<file path="config.mk">
export PLATFORM = sky130hd
export DESIGN_NAME = display_scheduler
export DESIGN_NICKNAME = d
export VERILOG_FILES = /design/src/rtl/display_scheduler_pkg.sv /design/src/rtl/bcd_shift_step.sv /design/src/rtl/display_7_seg.sv /design/src/rtl/display_scheduler.sv
export SDC_FILE = /design/constraint.sdc
export NUM_CORES = 1
export LEC_CHECK = 0
export CAP_MARGIN = 20
export CORE_MARGIN = 5
export CORE_UTILIZATION = 50
export CTS_CLUSTER_DIAMETER = 120
export DETAILED_ROUTE_END_ITERATION = 8
export HOLD_SLACK_MARGIN = 0.15
export PLACE_DENSITY_LB_ADDON = 0.15
export SLEW_MARGIN = 20
export SYNTH_ARGS = -nofsm -noshare
export SYNTH_HDL_FRONTEND = slang
export SYNTH_SLANG_ARGS = --single-unit
</file>
<file path="constraint.sdc">
create_clock -name clk -period 1.9 [get_ports clk]
set_input_delay 0.19 -clock clk [delete_from_list [all_inputs] [get_ports clk]]
set_output_delay 0.19 -clock clk [all_outputs]
set_load 0.02 [all_outputs]
</file>
<file path="src/rtl/display_scheduler_pkg.sv">
// Shared definitions for the display scheduler: FSM encoding, conversion sizing
// and the round-robin index helper.
package display_scheduler_pkg;

    typedef enum logic [1:0] {
        ST_IDLE    = 2'd0,
        ST_CONVERT = 2'd1,
        ST_SHOW    = 2'd2
    } state_t;

    localparam int CONV_STEPS = 8;
    localparam int DIGIT_W    = 4;
    localparam int BIN_W      = 8;
    localparam int NUM_DIGITS = 3;
    localparam int DD_W       = NUM_DIGITS * DIGIT_W + BIN_W;
    localparam int STEP_W     = $clog2(CONV_STEPS);

    // (base + step) mod n, valid for base < n and step <= n
    function automatic logic [1:0] rr_next(input logic [1:0] base,
                                           input int unsigned step,
                                           input int unsigned n);
        int unsigned s;
        s = 32'(base) + step;
        if (s >= n) begin
            s = s - n;
        end
        return s[1:0];
    endfunction

endpackage

</file>
<file path="src/rtl/bcd_shift_step.sv">
// One combinational double-dabble iteration on the {BCD, binary} register:
// add 3 to every BCD nibble >= 5, then shift the whole register left by one.
module bcd_shift_step
    import display_scheduler_pkg::*;
(
    input  logic [DD_W-1:0] d_i,
    output logic [DD_W-1:0] q_o
);

    logic [DD_W-1:0] adj;

    assign adj[BIN_W-1:0] = d_i[BIN_W-1:0];

    genvar gi;
    generate
        for (gi = 0; gi < NUM_DIGITS; gi++) begin : g_nibble
            localparam int LSB = BIN_W + gi * DIGIT_W;
            assign adj[LSB +: DIGIT_W] = (d_i[LSB +: DIGIT_W] >= DIGIT_W'(5))
                                       ? d_i[LSB +: DIGIT_W] + DIGIT_W'(3)
                                       : d_i[LSB +: DIGIT_W];
        end
    endgenerate

    assign q_o = {adj[DD_W-2:0], 1'b0};

endmodule

</file>
<file path="src/rtl/display_7_seg.sv">
// BCD digit to active-low segment pattern {g,f,e,d,c,b,a}; non-decimal codes blank.
module display_7_seg (
    input  logic [3:0] digit_i,
    output logic [6:0] seg_o
);

    always_comb begin
        seg_o = 7'b1111111;
        case (digit_i)
            4'd0:    seg_o = 7'b1000000;
            4'd1:    seg_o = 7'b1111001;
            4'd2:    seg_o = 7'b0100100;
            4'd3:    seg_o = 7'b0110000;
            4'd4:    seg_o = 7'b0011001;
            4'd5:    seg_o = 7'b0010010;
            4'd6:    seg_o = 7'b0000010;
            4'd7:    seg_o = 7'b1111000;
            4'd8:    seg_o = 7'b0000000;
            4'd9:    seg_o = 7'b0010000;
            default: seg_o = 7'b1111111;
        endcase
    end

endmodule

</file>
<file path="src/rtl/display_scheduler.sv">
// Shares the 3-digit 7-segment display between NUM_SRC observation taps:
// round-robin arbitration, serial binary-to-BCD conversion, then a fixed dwell.
module display_scheduler
    import display_scheduler_pkg::*;
#(
    parameter int NUM_SRC     = 4,
    parameter int HOLD_CYCLES = 50_000_000
) (
    input  logic                   clk,
    input  logic                   rst_n,
    input  logic [8*NUM_SRC-1:0]   src_value,
    input  logic [NUM_SRC-1:0]     src_req,
    input  logic                   mode_auto,
    output logic [NUM_SRC-1:0]     src_grant,
    output logic [1:0]             src_sel,
    output logic                   busy,
    output logic [20:0]            saida
);

    localparam int HOLD_W = (HOLD_CYCLES > 1) ? $clog2(HOLD_CYCLES) : 1;
    localparam logic [HOLD_W-1:0] HOLD_LAST = HOLD_W'(HOLD_CYCLES - 1);
    localparam logic [STEP_W-1:0] STEP_LAST = STEP_W'(CONV_STEPS - 1);

    state_t                                state_q, state_d;
    logic [NUM_SRC-1:0]                    pend_q, pend_d;
    logic [NUM_SRC-1:0]                    grant_q, grant_d;
    logic [1:0]                            rr_q, rr_d;
    logic [1:0]                            sel_q, sel_d;
    logic                                  busy_q, busy_d;
    logic [DD_W-1:0]                       dd_q, dd_d;
    logic [STEP_W-1:0]                     step_q, step_d;
    logic [HOLD_W-1:0]                     hold_q, hold_d;
    logic [NUM_DIGITS-1:0][DIGIT_W-1:0]    digit_q, digit_d;

    logic [DD_W-1:0] dd_step;
    logic            arb_found;
    logic [1:0]      arb_idx;
    logic [1:0]      win_idx;

    bcd_shift_step u_step (
        .d_i (dd_q),
        .q_o (dd_step)
    );

    // First pending source after the last one shown wins
    always_comb begin
        arb_found = 1'b0;
        arb_idx   = '0;
        for (int k = 1; k <= NUM_SRC; k++) begin
            if (!arb_found && pend_q[rr_next(rr_q, k, NUM_SRC)]) begin
                arb_found = 1'b1;
                arb_idx   = rr_next(rr_q, k, NUM_SRC);
            end
        end
        win_idx = arb_found ? arb_idx : rr_next(rr_q, 1, NUM_SRC);
    end

    always_comb begin
        state_d = state_q;
        grant_d = '0;
        rr_d    = rr_q;
        sel_d   = sel_q;
        dd_d    = dd_q;
        step_d  = step_q;
        hold_d  = hold_q;
        digit_d = digit_q;
        case (state_q)
            ST_IDLE: begin
                if (arb_found || mode_auto) begin
                    if (arb_found) begin
                        grant_d[win_idx] = 1'b1;
                    end
                    dd_d    = {{(DD_W-BIN_W){1'b0}}, src_value[{win_idx, 3'b000} +: BIN_W]};
                    rr_d    = win_idx;
                    sel_d   = win_idx;
                    step_d  = '0;
                    state_d = ST_CONVERT;
                end
            end
            ST_CONVERT: begin
                dd_d   = dd_step;
                step_d = step_q + STEP_W'(1);
                if (step_q == STEP_LAST) begin
                    digit_d = dd_step[DD_W-1:BIN_W];
                    hold_d  = '0;
                    state_d = ST_SHOW;
                end
            end
            ST_SHOW: begin
                if (hold_q == HOLD_LAST) begin
                    state_d = ST_IDLE;
                end else begin
                    hold_d = hold_q + HOLD_W'(1);
                end
            end
            default: state_d = ST_IDLE;
        endcase
        // A request on the grant edge re-arms the bit it just cleared
        pend_d = (pend_q & ~grant_d) | src_req;
        busy_d = (state_d != ST_IDLE);
    end

    always_ff @(posedge clk or negedge rst_n) begin
        if (!rst_n) begin
            state_q <= ST_IDLE;
            pend_q  <= '0;
            grant_q <= '0;
            rr_q    <= 2'(NUM_SRC - 1);
            sel_q   <= '0;
            busy_q  <= 1'b0;
            dd_q    <= '0;
            step_q  <= '0;
            hold_q  <= '0;
            digit_q <= '0;
        end else begin
            state_q <= state_d;
            pend_q  <= pend_d;
            grant_q <= grant_d;
            rr_q    <= rr_d;
            sel_q   <= sel_d;
            busy_q  <= busy_d;
            dd_q    <= dd_d;
            step_q  <= step_d;
            hold_q  <= hold_d;
            digit_q <= digit_d;
        end
    end

    genvar gi;
    generate
        for (gi = 0; gi < NUM_DIGITS; gi++) begin : g_seg
            display_7_seg u_seg (
                .digit_i (digit_q[gi]),
                .seg_o   (saida[7*gi +: 7])
            );
        end
    endgenerate

    assign src_grant = grant_q;
    assign src_sel   = sel_q;
    assign busy      = busy_q;

endmodule

</file>
==> metrics.md, run 1 <==
| Metric | Value |
|---|---|
| Post-synth top cells | 74 x dfrtp_1, 51 x nand2_1, 44 x nor2_1 |
| Top cell type by total area after synthesis | dfrtp_1 |
| Sw Share | 0.381 |
| Slew Limit Fails | 0 |
| Final Routed Wirelength | 11,800 um |
| Max Cap Viol | 0 |
| Port Buffers | 66 |
| LEAKAGE | 0.00294 uW |
| Number of synthesized flops with an enable pin | 0 |
| WS Path Type | flip-flop to output pin |
| Fillcell total | 790 |
| Most common cell in the synthesized netlist | dfrtp_1 |
| R2r setup slk | 50 ps |
| Initial core utilization | 0.505 |
| Iter 0 DRT Violations | 218 |
| Routed Antenna Nets | 0 |
| Fin crit period | between 1500 and 2000 ps |
| Clock Pin Slew Worst Setup and Hold Paths | 80 ps |
| Gate power share | 0.427 |
| First-pass GRT wire length | around 20,000 um |
| Clock tree from TritonCTS | done |
| Post-synth top flop | dfrtp_1 |
| Vias in the first global route | ~4.3k |
| Max clock buf depth | 2 |
| YS warnings | 0 |
| Final worst slack | 27.9 ps |
| Worst slew pin tran | 541 ps |
| Gr usage total | 0.203 |
| Worst setup SP type | flip-flop |
| CTS H-tree lvls | 3 |
| Syn Nets | 605 |
| Flop pwr share | 0.339 |
| Row count | 36 |
| CP Data Arrival Time | 1680 ps |
| GRT overflow | 0 |
| Kind of end point of the critical path | output pin |
| Crit Path Max Fanout | 3 |
| Largest net degree at the start of global routing | between 40 and 50 |
| DRC Markers | 0 |
| Final Cycle Share | 0.985 |
| RSZ-0062 raised after global routing | yes |
| Clock root buffer | clkbuf_8 |
| Seq/Total Area, Yosys | 0.393 |
| Total power | 5880 uW |
| Peak supply drop | around 0.00048 V |
| Slew HR | 0.639 |
| Antenna Diode Count | 0 |
| Die W | between 100 and 150 um |
| Clock Skew | 8.90 ps |
| Final GP Congestion | ~0.84 |
| Placed cell areas | 5920 sq um |
| P_int | 3640 uW |
| Die Y | 108 um |
| Min-delay worst type | input pin to asynchronous set/reset pin |
| Mapped Cells | 538 |
| Net switching power | 2240 uW |
| Number of synthesized register bits | 76 |
| Reg2Reg Depth | 5 |
| Die area | between 10,000 and 15,000 sq um |
| DR WL/cell | 14.9 um |
| CTS Buf Count | 9 |
| Latest clock arrival within the worst-skew pair | 370 ps |
| Nets | ~720 |
| CP Data Required Time | 1710 ps |
| Top area cells in the synthesized netlist | dfrtp_1 38%, ha_1 7.2%, nand2_1 3.9% |
| Share of cells above drive strength 1 | 0.250 |
| FFs w/ async S/R, synth | 1.00 |
| FF/Latch Area | 1910 sq um |
| Synthesized cell area | 4850 sq um |
| Design Area, Final | 6380 sq um |
| Fin cells | 790 |
| Max Freq | 534 MHz |
| DR vias/cell | 5.56 |
| Via count | 4,391 |
| CTS Sinks | 76 |
| Syn Area/Cell | 9.01 sq um |
| Fin. Hold Viols | 0 |
| Finish-stage setup viols | 0 |
| Pwr dens | a little over 900 nW/um^2 |
| Synth cell types | 66 |
| Worst R2R Start | rr_q[0]$_DFFE_PN1P_ |
| Initial antenna violation count | 0 |
| FF-to-FF End | pend_q[0]$_DFF_PN0_ |
| Clock network power share | 0.234 |
| IO Pins | 67 |
| Status | completed |
| Worst slack, placed | -49.6 ps |
| DRT Pass-1 Iters | 4 |
| Cells after DPL | 759 |
| Multi-input combinational cell area | 2830 sq um |
| Core area | 9590 sq um |
| P&R area growth vs syn | 31.5% |
| Yosys top cell area share | 0.382 |
| DP HPWL | 8440 um |
state kept, by name, summed over array words and instances, names as in the netlist:
name       count
hold_q        26
dd_q          20
digit_q       12
pend_q         4
src_grant      4
step_q         3
rr_q           2
src_sel        2
state_q        2
busy           1
power by group through the flow:
stage	logic [uW]	clock network, uW	registers, uW
2_1_floorplan	1520	0	1970
3_5_place_dp	2570	0	2020
6_report	2510	1380	1990
3_3_place_gp	2500	0	2000
4_1_cts	2430	1400	1980
5_1_grt	2790	1460	2030
critical path: stages (launching register included):
cell,delay (ps)
dfrtp_1,400
buf_4,150
ha_1,190
or2_4,220
a21oi_2,150
a21oi_1,60
buf_4,160
worst max path at each step:
| stage | start | cells past startpoint | slack, ps | end |
|---|---|---|---|---|
| after detailed placement | mode_auto | 6 | -50 | dd_q[5]$_DFFE_PN0P_ |
| final | digit_q[0]$_DFFE_PN0P_ | 6 | 30 | saida[3] |
| after global placement | mode_auto | 5 | -2 | src_sel[0]$_DFFE_PN0P_ |
| after global routing | digit_q[0]$_DFFE_PN0P_ | 6 | -70 | saida[5] |
| after floorplan | rr_q[1]$_DFFE_PN1P_ | 8 | 60 | dd_q[7]$_DFFE_PN0P_ |
| after CTS | digit_q[4]$_DFFE_PN0P_ | 6 | -40 | saida[10] |
metal layers:
metal	global-route usage	share of wire	wire length [um]	vias up
li1	-	-	-	2157
met1	0.269	0.44	5210	2136
met2	0.338	0.51	5960	86
met3	0.0364	0.037	432	12
met4	0.0676	0.013	156	0
met5	0	0	0	-
cell type report:
type	count	share of cell area
multi-input cells	403	0.444
flip-flops and latches	76	0.299
repair buffers	130	0.178
well taps	133	0.0261
clock buffers	9	0.0194
inverters	32	0.0188
clock inverters	7	0.0143
cells in the final DEF, fill, tap and decap left out, types with 9 or more instances in the layout:
master and instances:
xnor2_1 12, o22ai_1 13, nand3_1 14, inv_1 30
clkdlybuf4s50_1 44, mux2i_1 16, nand2_1 49, a31oi_1 11
nor3_1 10, nor2_1 41, o21ai_0 35, a21oi_1 31
buf_4 65, ha_1 21, clkbuf_8 9, nand2b_1 11
dfrtp_1 71
cell families after synthesis:
| logic type | share of synthesized area |
|---|---|
| AND/OR/NAND/NOR | 0.210 |
| AO/OA/AOI/OAI | 0.196 |
| flip-flops | 0.393 |
| buffers and inverters | 0.0586 |
| adder cells (fa/ha/maj) | 0.0722 |
| multiplexers | 0.0444 |
| XOR/XNOR | 0.0268 |
what timing repair did:
action | CTS | global route
pin swaps | 1 | 14
endpoints found under the setup margin | 24 | 49
hold buffers | 1 | 0
buffers inserted | 5 | 8
endpoints found under the hold margin | 35 | 0
gates resized for setup | 55 | 67
gates cloned | 0 | 1
stage by stage:
stage / utilization / hold slack, ps / TNS [ps]
after floorplan: - / -106 / 0
after global placement: 0.617 / 185 / -4.37
after detailed placement: 0.617 / 189 / -212
after CTS: 0.642 / 333 / -67.4
after global routing: 0.665 / 379 / -625
final: 0.665 / 328 / 0
No activity file was read; power rests on OpenSTA's default activity.
==> inputs of run 2 (changes only) <==
--- a/config.mk
+++ b/config.mk
@@ -12,6 +12,7 @@
 export DETAILED_ROUTE_END_ITERATION = 8
 export HOLD_SLACK_MARGIN = 0.15
 export PLACE_DENSITY_LB_ADDON = 0.15
+export SKIP_LAST_GASP = 1
 export SLEW_MARGIN = 20
 export SYNTH_ARGS = -nofsm -noshare
 export SYNTH_HDL_FRONTEND = slang
==> run 2 against run 1 <==
Non-clock buffer count grew 1. Sequential cell count did not move. Clock skew decreased by 1.1 ps. Critical path depth unchanged. Largest cell class unchanged.
==> metrics.md, run 2 (same netlist as run 1, synthesis figures left out) <==
| Metric | Value |
|---|---|
| Setup crit end | saida[10] |
| Net switching power | 2250 uW |
| Clock root buffer | clkbuf_8 |
| CTS H-tree lvls | 3 |
| IO Pins | 67 |
| WS Path Type | flip-flop to output pin |
| Gate power share | 0.428 |
| DRT Pass-1 Iters | 4 |
| Critical path origin | digit_q[4]$_DFFE_PN0P_ |
| DR WL/cell | 14.8 um |
| Pwr dens | 921 nW/um^2 |
| Flop pwr share | 0.339 |
| Initial core utilization | 0.505 |
| DRC Markers | 0 |
| WP depth | 6 |
| WHS | 335 ps |
| FF-to-FF End | hold_q[25]$_DFFE_PN0P_ |
| DR vias/cell | 5.52 |
| CTS Sinks | 76 |
| Final GP Congestion | about 0.84 |
| Reg2Reg Depth | 7 |
| Final core occ | 0.665 |
| Critical Path Most Common Cell | buf_4 |
| CP Data Required Time | 1710 ps |
| LEAKAGE | 0.00295 uW |
| GRT overflow | 0 |
| Clock tree from TritonCTS | done |
| Peak supply drop | between 0.0004 and 0.0005 V |
| Max clock buf depth | 2 |
| Largest net degree at the start of global routing | 42 |
| Commonest non-fill, non-tap cell in the layout | dfrtp_1 |
| Nets | 720 |
| Final Cycle Share | 0.986 |
| Status | completed |
| Core area | around 9600 sq um |
| Vias in the first global route | about 4.3k |
| FF/Latch Area | 1910 sq um |
| Routed Antenna Nets | 0 |
| Min-delay worst type | input pin to asynchronous set/reset pin |
| Max Freq | ~530 MHz |
| Delay-heaviest family, CP | flip-flops |
| Clock Skew | between 7 and 8 ps |
| Worst slew pin tran | approximately 550 ps |
| Fillcell total | roughly 790 |
| Slowest CP cell | dfrtp_1 |
| Kind of end point of the critical path | output pin |
| Fin. Hold Viols | 0 |
| RSZ-0062 raised after global routing | yes |
| Sw Share | 0.382 |
| Design Area, Final | 6380 sq um |
| Finish-stage setup viols | 0 |
| Antenna Diode Count | 0 |
| Largest register FFs | 26 |
| First-pass GRT wire length | 19,400 um |
| Placed cell areas | 5920 sq um |
| Initial antenna violation count | 0 |
| Die area | 11,800 sq um |
| CP Data Arrival Time | 1680 ps |
| Fin crit period | 1870 ps |
| Row count | 36 |
| Die Y | roughly 110 um |
| Slew Limit Fails | 0 |
| Latest clock arrival within the worst-skew pair | 360 ps |
| Worst R2R Start | step_q[0]$_DFFE_PN0P_ |
| Top Registers | hold_q x26, dd_q x20, digit_q x12 |
| Crit Path Max Fanout | 3 |
| Port Buffers | 66 |
| CP Buf/Inv Count | 2 |
| Slew HR | 0.635 |
| Clock network power share | 0.233 |
| Gr usage total | 0.203 |
| TNS Setup | 0 ps |
| Top reg by flops | hold_q |
| DP HPWL | between 8000 and 9000 um |
| P&R area growth vs syn | 31.6% |
| Iter 0 DRT Violations | 222 |
| Most frequent cells in the layout | 71 x dfrtp_1, 65 x buf_4, 49 x nand2_1 |
| Worst setup SP type | flip-flop |
| Max Cap Viol | 0 |
| Crit path cell chain | buf_4, ha_1, or2_4, a21oi_2, a31oi_1, buf_4 |
| Clock Pin Slew Worst Setup and Hold Paths | 80 ps |
| Multi-input combinational cell area | 2840 sq um |
| Die W | about 110 um |
| P_int | 3630 uW |
| Via count | between 4k and 5k |
| CTS Buf Count | 9 |
| R2r setup slk | 30 ps |
| Share of cells above drive strength 1 | 0.251 |
| Critical path's largest stage delay | 410 ps |
| Final Routed Wirelength | 11,700 um |
## run 2: layout make-up
type / count / area share
sequential: 76 / 0.299
clock buffer: 9 / 0.0194
inverter: 32 / 0.0188
clock inverter: 7 / 0.0143
multi-input combinational: 403 / 0.444
tap: 133 / 0.0261
timing repair buffer: 131 / 0.178
## run 2: how the worst min path moves through the flow
stage	depth (start not counted)	end	slack (ps)
global placement	1	hold_q[4]$_DFFE_PN0P_	180
detailed placement	1	hold_q[4]$_DFFE_PN0P_	190
finish	2	hold_q[4]$_DFFE_PN0P_	330
global route	2	hold_q[4]$_DFFE_PN0P_	380
floorplan	0	busy$_DFF_PN0_	-110
CTS	2	hold_q[0]$_DFFE_PN0P_	330
## run 2: power by group through the flow
stage                     logic, uW  clock network [uW]  registers [uW]
final                          2510                1370            1990
after global placement         2500                   0            2000
after floorplan                1520                   0            1970
after detailed placement       2570                   0            2020
after global routing           2800                1460            2030
after CTS                      2450                1400            1980
## run 2: metrics by stage
step,total power [uW],setup WS [ps],instances
2_1_floorplan,3490,60.8,538
3_5_place_dp,4580,-49.6,759
5_1_grt,6290,-67.6,791
4_1_cts,5830,-115,781
6_report,5880,26.5,791
3_3_place_gp,4500,-2.41,759
## run 2: repair_timing
item                                   4_1_cts  5_1_grt
buffers inserted                             5        9
setup endpoints to repair                   24       49
resized for setup                           51       66
pin swaps                                    1       14
endpoints found under the hold margin       35        0
hold buffers                                 1        0
gates cloned                                 0        1
## run 2: layer usage
layer,global-route usage,wire [um],up-vias
li1,-,-,2164
met1,0.269,5150,2111
met2,0.338,6000,84
met3,0.0364,460,10
met4,0.0676,126,0
met5,0,0,-
